[src/rtl/logic_pkg.sv]
// Shared definitions for the logic operand loader: op codes, FSM states, operand widths.
package logic_pkg;

  localparam int OPERAND_W = 4;
  localparam int NOT_W     = 8;

  localparam logic [1:0] OP_AND = 2'd0;
  localparam logic [1:0] OP_OR  = 2'd1;
  localparam logic [1:0] OP_XOR = 2'd2;
  localparam logic [1:0] OP_NOT = 2'd3;

  typedef enum logic [1:0] {
    IDLE    = 2'd0,
    CAPTURE = 2'd1,
    HOLD    = 2'd2
  } state_t;

  function automatic logic [3:0] op_onehot(input logic [1:0] op);
    return 4'b0001 << op;
  endfunction

endpackage

[src/rtl/key_debounce.sv]
// Synchroniser plus counter debouncer for one active-low key; emits a one-cycle
// pulse on the accepted released->pressed edge.
module key_debounce #(
  parameter int DEB_CYCLES  = 250000,
  parameter int SYNC_STAGES = 2
) (
  input  logic clk,
  input  logic rst,
  input  logic key_n,
  output logic level,
  output logic press
);

  localparam int CNT_W = $clog2(DEB_CYCLES + 1);
  localparam logic [CNT_W-1:0] CNT_LAST = CNT_W'(DEB_CYCLES - 1);

  logic [SYNC_STAGES-1:0] sync_q, sync_d;
  logic [CNT_W-1:0]       cnt_q, cnt_d;
  logic                   level_q, level_d;
  logic                   press_q, press_d;
  logic                   key_sample;

  assign key_sample = sync_q[SYNC_STAGES-1];

  // The count tracks consecutive samples that disagree with the accepted level;
  // any agreeing sample (a bounce back) clears it.
  always_comb begin
    sync_d  = {sync_q[SYNC_STAGES-2:0], key_n};
    cnt_d   = '0;
    level_d = level_q;
    press_d = 1'b0;
    if (key_sample != level_q) begin
      if (cnt_q == CNT_LAST) begin
        level_d = key_sample;
        press_d = ~key_sample;
      end else begin
        cnt_d = cnt_q + CNT_W'(1);
      end
    end
  end

  always_ff @(posedge clk) begin
    if (rst) begin
      sync_q  <= '1;
      cnt_q   <= '0;
      level_q <= 1'b1;
      press_q <= 1'b0;
    end else begin
      sync_q  <= sync_d;
      cnt_q   <= cnt_d;
      level_q <= level_d;
      press_q <= press_d;
    end
  end

  assign level = level_q;
  assign press = press_q;

endmodule

[src/rtl/logic_operand_loader.sv]
// Captures switch operands on a debounced load key, cycles the op code on the op key
// and offers {x,y,z,op,en} downstream with valid/ready. Option: LOGIC_AUTO_RELOAD_EN.
module logic_operand_loader
  import logic_pkg::*;
#(
  parameter int DEB_CYCLES  = 250000,
  parameter int SYNC_STAGES = 2
) (
  input  logic                 clk,
  input  logic                 rst,
  input  logic [NOT_W-1:0]     sw,
  input  logic                 load_key_n,
  input  logic                 op_key_n,
  output logic [OPERAND_W-1:0] x,
  output logic [OPERAND_W-1:0] y,
  output logic [NOT_W-1:0]     z,
  output logic [1:0]           op,
  output logic [3:0]           en,
  output logic                 out_valid,
  input  logic                 out_ready,
  output logic [1:0]           dbg_state,
  output logic [1:0]           dbg_key_level
);

  // Handshake: out_valid is high only in HOLD; a transfer happens on a cycle with
  // out_valid && out_ready, and all outputs stay frozen until that cycle.

  logic load_press, op_press, load_level, op_level;
  logic [NOT_W-1:0] sw_cap;
  logic             auto_trig;

  key_debounce #(.DEB_CYCLES(DEB_CYCLES), .SYNC_STAGES(SYNC_STAGES)) u_load_deb (
    .clk(clk), .rst(rst), .key_n(load_key_n), .level(load_level), .press(load_press)
  );

  key_debounce #(.DEB_CYCLES(DEB_CYCLES), .SYNC_STAGES(SYNC_STAGES)) u_op_deb (
    .clk(clk), .rst(rst), .key_n(op_key_n), .level(op_level), .press(op_press)
  );

  state_t                 state_q, state_d;
  logic [OPERAND_W-1:0]   x_q, x_d, y_q, y_d;
  logic [NOT_W-1:0]       z_q, z_d;
  logic [1:0]             op_q, op_d;
  logic [3:0]             en_q, en_d;

`ifdef LOGIC_AUTO_RELOAD_EN
  logic [SYNC_STAGES-1:0][NOT_W-1:0] sw_sync_q, sw_sync_d;

  always_comb begin
    sw_sync_d = {sw_sync_q[SYNC_STAGES-2:0], sw};
  end

  always_ff @(posedge clk) begin
    if (rst) sw_sync_q <= '0;
    else     sw_sync_q <= sw_sync_d;
  end

  assign sw_cap    = sw_sync_q[SYNC_STAGES-1];
  assign auto_trig = (sw_cap != z_q);
`else
  assign sw_cap    = sw;
  assign auto_trig = 1'b0;
`endif

  always_comb begin
    state_d = state_q;
    x_d     = x_q;
    y_d     = y_q;
    z_d     = z_q;
    op_d    = op_q;
    en_d    = en_q;
    unique case (state_q)
      IDLE: begin
        // op advances in the same cycle a simultaneous load is seen, so the
        // following offer carries the new op.
        if (op_press) begin
          op_d = op_q + 2'd1;
          en_d = op_onehot(op_d);
        end
        if (load_press || auto_trig) state_d = CAPTURE;
      end
      CAPTURE: begin
        x_d     = sw_cap[OPERAND_W-1:0];
        y_d     = sw_cap[NOT_W-1:OPERAND_W];
        z_d     = sw_cap;
        state_d = HOLD;
      end
      HOLD: begin
        if (out_ready) state_d = IDLE;
      end
      default: state_d = IDLE;
    endcase
  end

  always_ff @(posedge clk) begin
    if (rst) begin
      state_q <= IDLE;
      x_q     <= '0;
      y_q     <= '0;
      z_q     <= '0;
      op_q    <= OP_AND;
      en_q    <= 4'b0001;
    end else begin
      state_q <= state_d;
      x_q     <= x_d;
      y_q     <= y_d;
      z_q     <= z_d;
      op_q    <= op_d;
      en_q    <= en_d;
    end
  end

  assign x             = x_q;
  assign y             = y_q;
  assign z             = z_q;
  assign op            = op_q;
  assign en            = en_q;
  assign out_valid     = (state_q == HOLD);
  assign dbg_state     = state_q;
  assign dbg_key_level = {load_level, op_level};

endmodule

[config.mk]
export PLATFORM = sky130hd
export DESIGN_NAME = logic_operand_loader
export DESIGN_NICKNAME = d
export VERILOG_FILES = /design/src/rtl/logic_pkg.sv /design/src/rtl/key_debounce.sv /design/src/rtl/logic_operand_loader.sv
export SDC_FILE = /design/constraint.sdc
export NUM_CORES = 1
export LEC_CHECK = 0
export CAP_MARGIN = 20
export CORE_MARGIN = 3
export CORE_UTILIZATION = 50
export CTS_CLUSTER_DIAMETER = 50
export DETAILED_ROUTE_END_ITERATION = 10
export GPL_TIMING_DRIVEN = 1
export HOLD_SLACK_MARGIN = 0.06
export PLACE_DENSITY = 0.75
export SLEW_MARGIN = 20
export SYNTH_ARGS = -nofsm -noshare
export SYNTH_HDL_FRONTEND = slang
export SYNTH_SLANG_ARGS = --single-unit
[constraint.sdc]
create_clock -name clk -period 2.05 [get_ports clk]
set_input_delay 0.41 -clock clk [delete_from_list [all_inputs] [get_ports clk]]
set_output_delay 0.41 -clock clk [all_outputs]
set_load 0.01 [all_outputs]
======== After elaboration in Yosys (flattened, before gate mapping) ========
Index checks and enable logic that the tools add are counted.
storage, ports and cells
  flip-flop bits (word level) ............. 68
  input port bits ......................... 13
  output and inout bits ................... 27
  word-level logic and storage cells ...... 44
cells by class
  $add $sub $neg .......................... 3
  equality and inequality tests ........... 8
  shifts and indexed selects .............. 1
  mux-type cells .......................... 3
  bitwise operators ....................... 6
  reduce and logical (&&, ||, !) cells .... 9
operator list
  kind                     count
  $add A18 B1 Y18 const B  2
  $eq A18 B18 Y1 const B   2
  $reduce_or A3 Y1         4
  $reduce_and A2 Y1        4
  $not A1 Y1               6
  $pmux W2 S3              1
  $mux W2                  2
  $ne A2 B1 Y1 const B     2
  $shl A1 B2 Y4 const A    1
  $add A2 B1 Y2 const B    1
  $eq A2 B1 Y1 const B     1
  $eq A2 B2 Y1 const B     1
  $logic_not A2 Y1         1
  $ne A1 B1 Y1             2

======== Logic depth before layout (Yosys ltp) ========
  depth after elaboration ................. 3
  depth in mapped cells ................... 6
  mapped depth without buffers ............ 5

======== Hierarchy ========
Synthesis repeated with hierarchy kept, for this count alone.
unflattened totals
  cells, all modules ...................... 296
  area, all modules ....................... 2,826.5 µm²
by module, submodules not included
  module                instances  cells each  area each (µm²)  seq. area each (µm²)
  key_debounce          2          108         1,057.3          440.4
  logic_operand_loader  1          80          711.9            320.3

======== Worst setup path after synthesis ========
Ideal clock, no wire load.
  path type ............................... flip-flop to flip-flop
  start point ............................. reg u_op_deb.cnt_q[0]
  end point ............................... reg u_op_deb.cnt_q[16]
  library setup time ...................... 0.115 ns
  arrival ................................. 1.618 ns
  required time ........................... 1.935 ns
  slack ................................... 0.317 ns
  stages on the path, launching flop included .. 7
  path buffers ............................ 1
  period minus slack after synthesis ...... 1.733 ns
  cells stage by stage .................... dfxtp_1 > ha_1 > nand3_4 > or4_4 > o21ai_4 > buf_6 > nor2_1
between the ends
  word-level cells in the longest chain between the ends .. 2
  elaborated cells on any way between the ends .. 3
  classes of those cells .................. add/sub (1); eq/ne (1); reduce/logical (1)
ends and longest elaborated chain
  element                                                  RTL line            RTL
  from (decl)                                              key_debounce.sv:18  logic [CNT_W-1:0] cnt_q, cnt_d;
  from (signal assigned)                                   key_debounce.sv:50  cnt_q <= cnt_d;
  branches (longest 2 deep; another with $add A18 B1 Y18)  n/a
Several ways; the timed one is not identified.
A chain may end at the register's enable or synchronous reset.

======== Final worst setup path ========
  start point ............................. reg state_q[1] (netlist: dbg_state[1])
  end point ............................... out out_valid
between the ends
  word-level cells in the longest chain between the ends .. 1
ends and longest elaborated chain
  element                 RTL line                     RTL
  from (decl)             logic_operand_loader.sv:40   state_t state_q, state_d;
  from (signal assigned)  logic_operand_loader.sv:104  state_q <= state_d;
  $eq A2 B2 Y1            logic_operand_loader.sv:118  assign out_valid = (state_q == HOLD);
  to (decl)               logic_operand_loader.sv:19   output logic out_valid,
Every way passes these cells.

==> impl_metrics.yaml <==
outcome:
  status: "completed"
drt:
  dr_wl_met3_microns: 286
  drt.antenna.violating_nets: 0
  dr.pass1.iters: 4
  drt_wl_total_microns: 4920
  drt_iter0_drc: 106
  m1WireLength_microns: 2510
  wl_per_cell_microns: 12.3
  drt-vias-per-instance: 5.13
  drc: 0
  wl_met2_microns: 2020
  top_layer_used: "met4"
  vias: 2058
critical_path:
  cp-start-kind: "register"
  end_kind: "output pin"
  path_delay_family: "buffers and inverters"
  critical_path.max_stage_delay_ps: 550
  cp.arrival_ps: 1490
  regToRegEndpoint: "u_op_deb.cnt_q[8]"
  r2r_slack_ps: 270
  cp_data_required_time_ps: 1640
  timing.rr.start: "u_op_deb.cnt_q[0]"
  path_buf_inv: 1
  worstPathCellList: "nor2b_1 -> clkdlybuf4s50_1"
  path_max_fanout: 6
  path_class: "reg -> out"
  r2r_cells: 6
  slowest_stage: "clkdlybuf4s50_1"
timing:
  fmax_mhz: 526
  setup-tns-final_ps: 0
  fin_crit_ps: 1900
  drv_slew: 0
  timing.slew.headroom: 0.623
  finalHoldViolCount: 0
  fin_crit_sh: 0.927
  skew_ps: 5.95
  finalSetupViolCount: 0
  setup_ws_ps: 149
  tightest_slew_ps: 564
  whs_ps: 407
  rsz0062_at_grt: "false"
logic_synthesis:
  synth.avg_cell_area_sq_um: 9.00
  synth_cell_types: 37
  synth.largest_area_cell: "dfxtp_1"
  synth.yosys.warnings: 0
  ys_ff_latch: 60
  synthCells: 291
  syn_area_sq_mm: 0.00262
  syn_nets: 310
  ys_seq_area_frac: 0.458
  synth_top_cells_by_area: "dfxtp_1 46%, xnor2_1 8.7%, nor2_1 7.4%, nand2_1 3.4%, buf_4 3.2%"
  synthDominantCellAreaShare: 0.458
placement:
  place_area_sq_mm: 0.00303
  dp_hpwl_microns: 3470
  post-place-ws_ps: 264
  place.gp.congestion: 0.837
  dp.cells: 385
  io_buffer_count: 39
floorplan:
  die_h_microns: 78.4
  die_w_microns: 78.4
  dieArea_sq_mm: 0.00614
  initial_utilization: 0.537
  pin_count: 40
  fp-row-count: 25
  core-area_sq_mm: 0.00488
run:
  cap_violations: 0
clock_network:
  cts_hold_buf: 0
  h-tree-depth: 3
  clock-root-buffer: "clkbuf_8"
  cts_buffers: 9
  post_cts_buffers: 0
  cts_tree: "built"
  post_cts_resize_count: 0
  worstSkewPairLatency_ps: 330
  clockBufferDepth: 2
  clkSlewWorstSetupHoldPaths_ps: 60
  clock-sinks: 60
final_layout:
  final_common_cell: "dfxtp_1"
  diodes: 0
  drive_gt1_frac: 0.102
  n_fill_cell: 410
  layout.cells.non_filler: 401
  area_growth_pct: 24.1
  design_area_sq_mm: 0.00325
  fin_util: 0.666
  layout_common_cells: "60 x dfxtp_1, 52 x nor2_1, 39 x clkdlybuf4s50_1"
  final_nets: 348
power:
  leakage_nw: 1.02
  p_per_area_mw_per_mm2: 729
  ir_worst_vdd_uv: 536
  total_power_mw: 2.37
grt:
  gr-usage-all-layers: 0.177
  grt-ovfl-total: 0
  antenna_found_initial: 0
  grt_pass1_vias: 1938
  grt_start_max_net_pins: 18
  grt_first_pass_wirelength_microns: 8630
hold_path:
  holdCritStartpoint: "u_load_deb.sync_q[0]"
  holdPathStages: 1
  hold_path.class: "reg -> reg"
  hold_path_end: "u_load_deb.sync_q[1]"
[registers in the layout (all words and copies together) (netlist names)]
name	flops
u_load_deb.cnt_q	18
u_load_deb.level	1
en	4
u_op_deb.sync_q	2
u_op_deb.cnt_q	18
u_load_deb.sync_q	2
dbg_state	2
u_load_deb.press	1
x	3
u_op_deb.level	1
u_op_deb.press	1
z	1
op	2
y	4
[synth_stat cells (all sizes together)]
cell type / count
o21ai: 2
or4: 3
a211o: 1
dfxtp: 60
nor3b: 2
nor2: 52
buf: 13
nand3: 15
nor4: 12
or2: 5
inv: 6
nand2: 24
nor4b: 3
nor3: 8
clkbuf: 5
mux2i: 6
nand2b: 4
nor2b: 3
a21oi: 12
o31ai: 1
o221ai: 1
ha: 6
and3: 4
xor2: 6
and4: 1
nand4: 10
xnor2: 26
[metal layers]
layer	vias to the layer above	GRT usage
li1	1062	-
met1	930	0.237
met2	58	0.262
met3	8	0.0470
met4	0	0.0892
met5	-	0
[final cells by class]
class                   count  area, sq um  share of cell area
clock buffers              11          141              0.0435
clock inverters             5         75.1              0.0231
inverters                   6         22.5             0.00693
multi-input cells         207         1280               0.393
flip-flops and latches     60         1200               0.370
well taps                  67         83.8              0.0258
repair buffers             45          448               0.138
[power breakdown]
group	switching (mW)	internal [mW]
Combinational	0.0212	0.0307
Sequential	0.00277	1.17
Clock	0.433	0.711
Total	0.457	1.91
[worst max path at each step]
stage,from,end,slack [ps],depth (start not counted)
floorplan,u_op_deb.cnt_q[0],u_op_deb.cnt_q[16],320,6
global placement,u_op_deb.cnt_q[0],u_op_deb.cnt_q[4],330,6
detailed placement,u_op_deb.cnt_q[0],u_op_deb.cnt_q[13],260,6
CTS,dbg_state[1],out_valid,130,2
global route,dbg_state[1],out_valid,40,2
finish,dbg_state[1],out_valid,150,2
[worst reg2reg max path, cell delays in order (launching register included)]
cell     delay [ps]
dfxtp_1         380
ha_1            250
nand3_4         140
or4_4           540
o21ai_4         170
buf_12          160
nor2_1           50
[cells by family after synthesis]
| logic type | count (synthesis) | synth area share |
|---|---|---|
| AO/OA/AOI/OAI | 17 | 0.0420 |
| multiplexers | 6 | 0.0229 |
| buffers and inverters | 24 | 0.0535 |
| adder cells (fa/ha/maj) | 6 | 0.0287 |
| flip-flops | 60 | 0.458 |
| AND/OR/NAND/NOR | 146 | 0.287 |
| XOR/XNOR | 32 | 0.107 |
No activity file was read; power rests on OpenSTA's default activity.
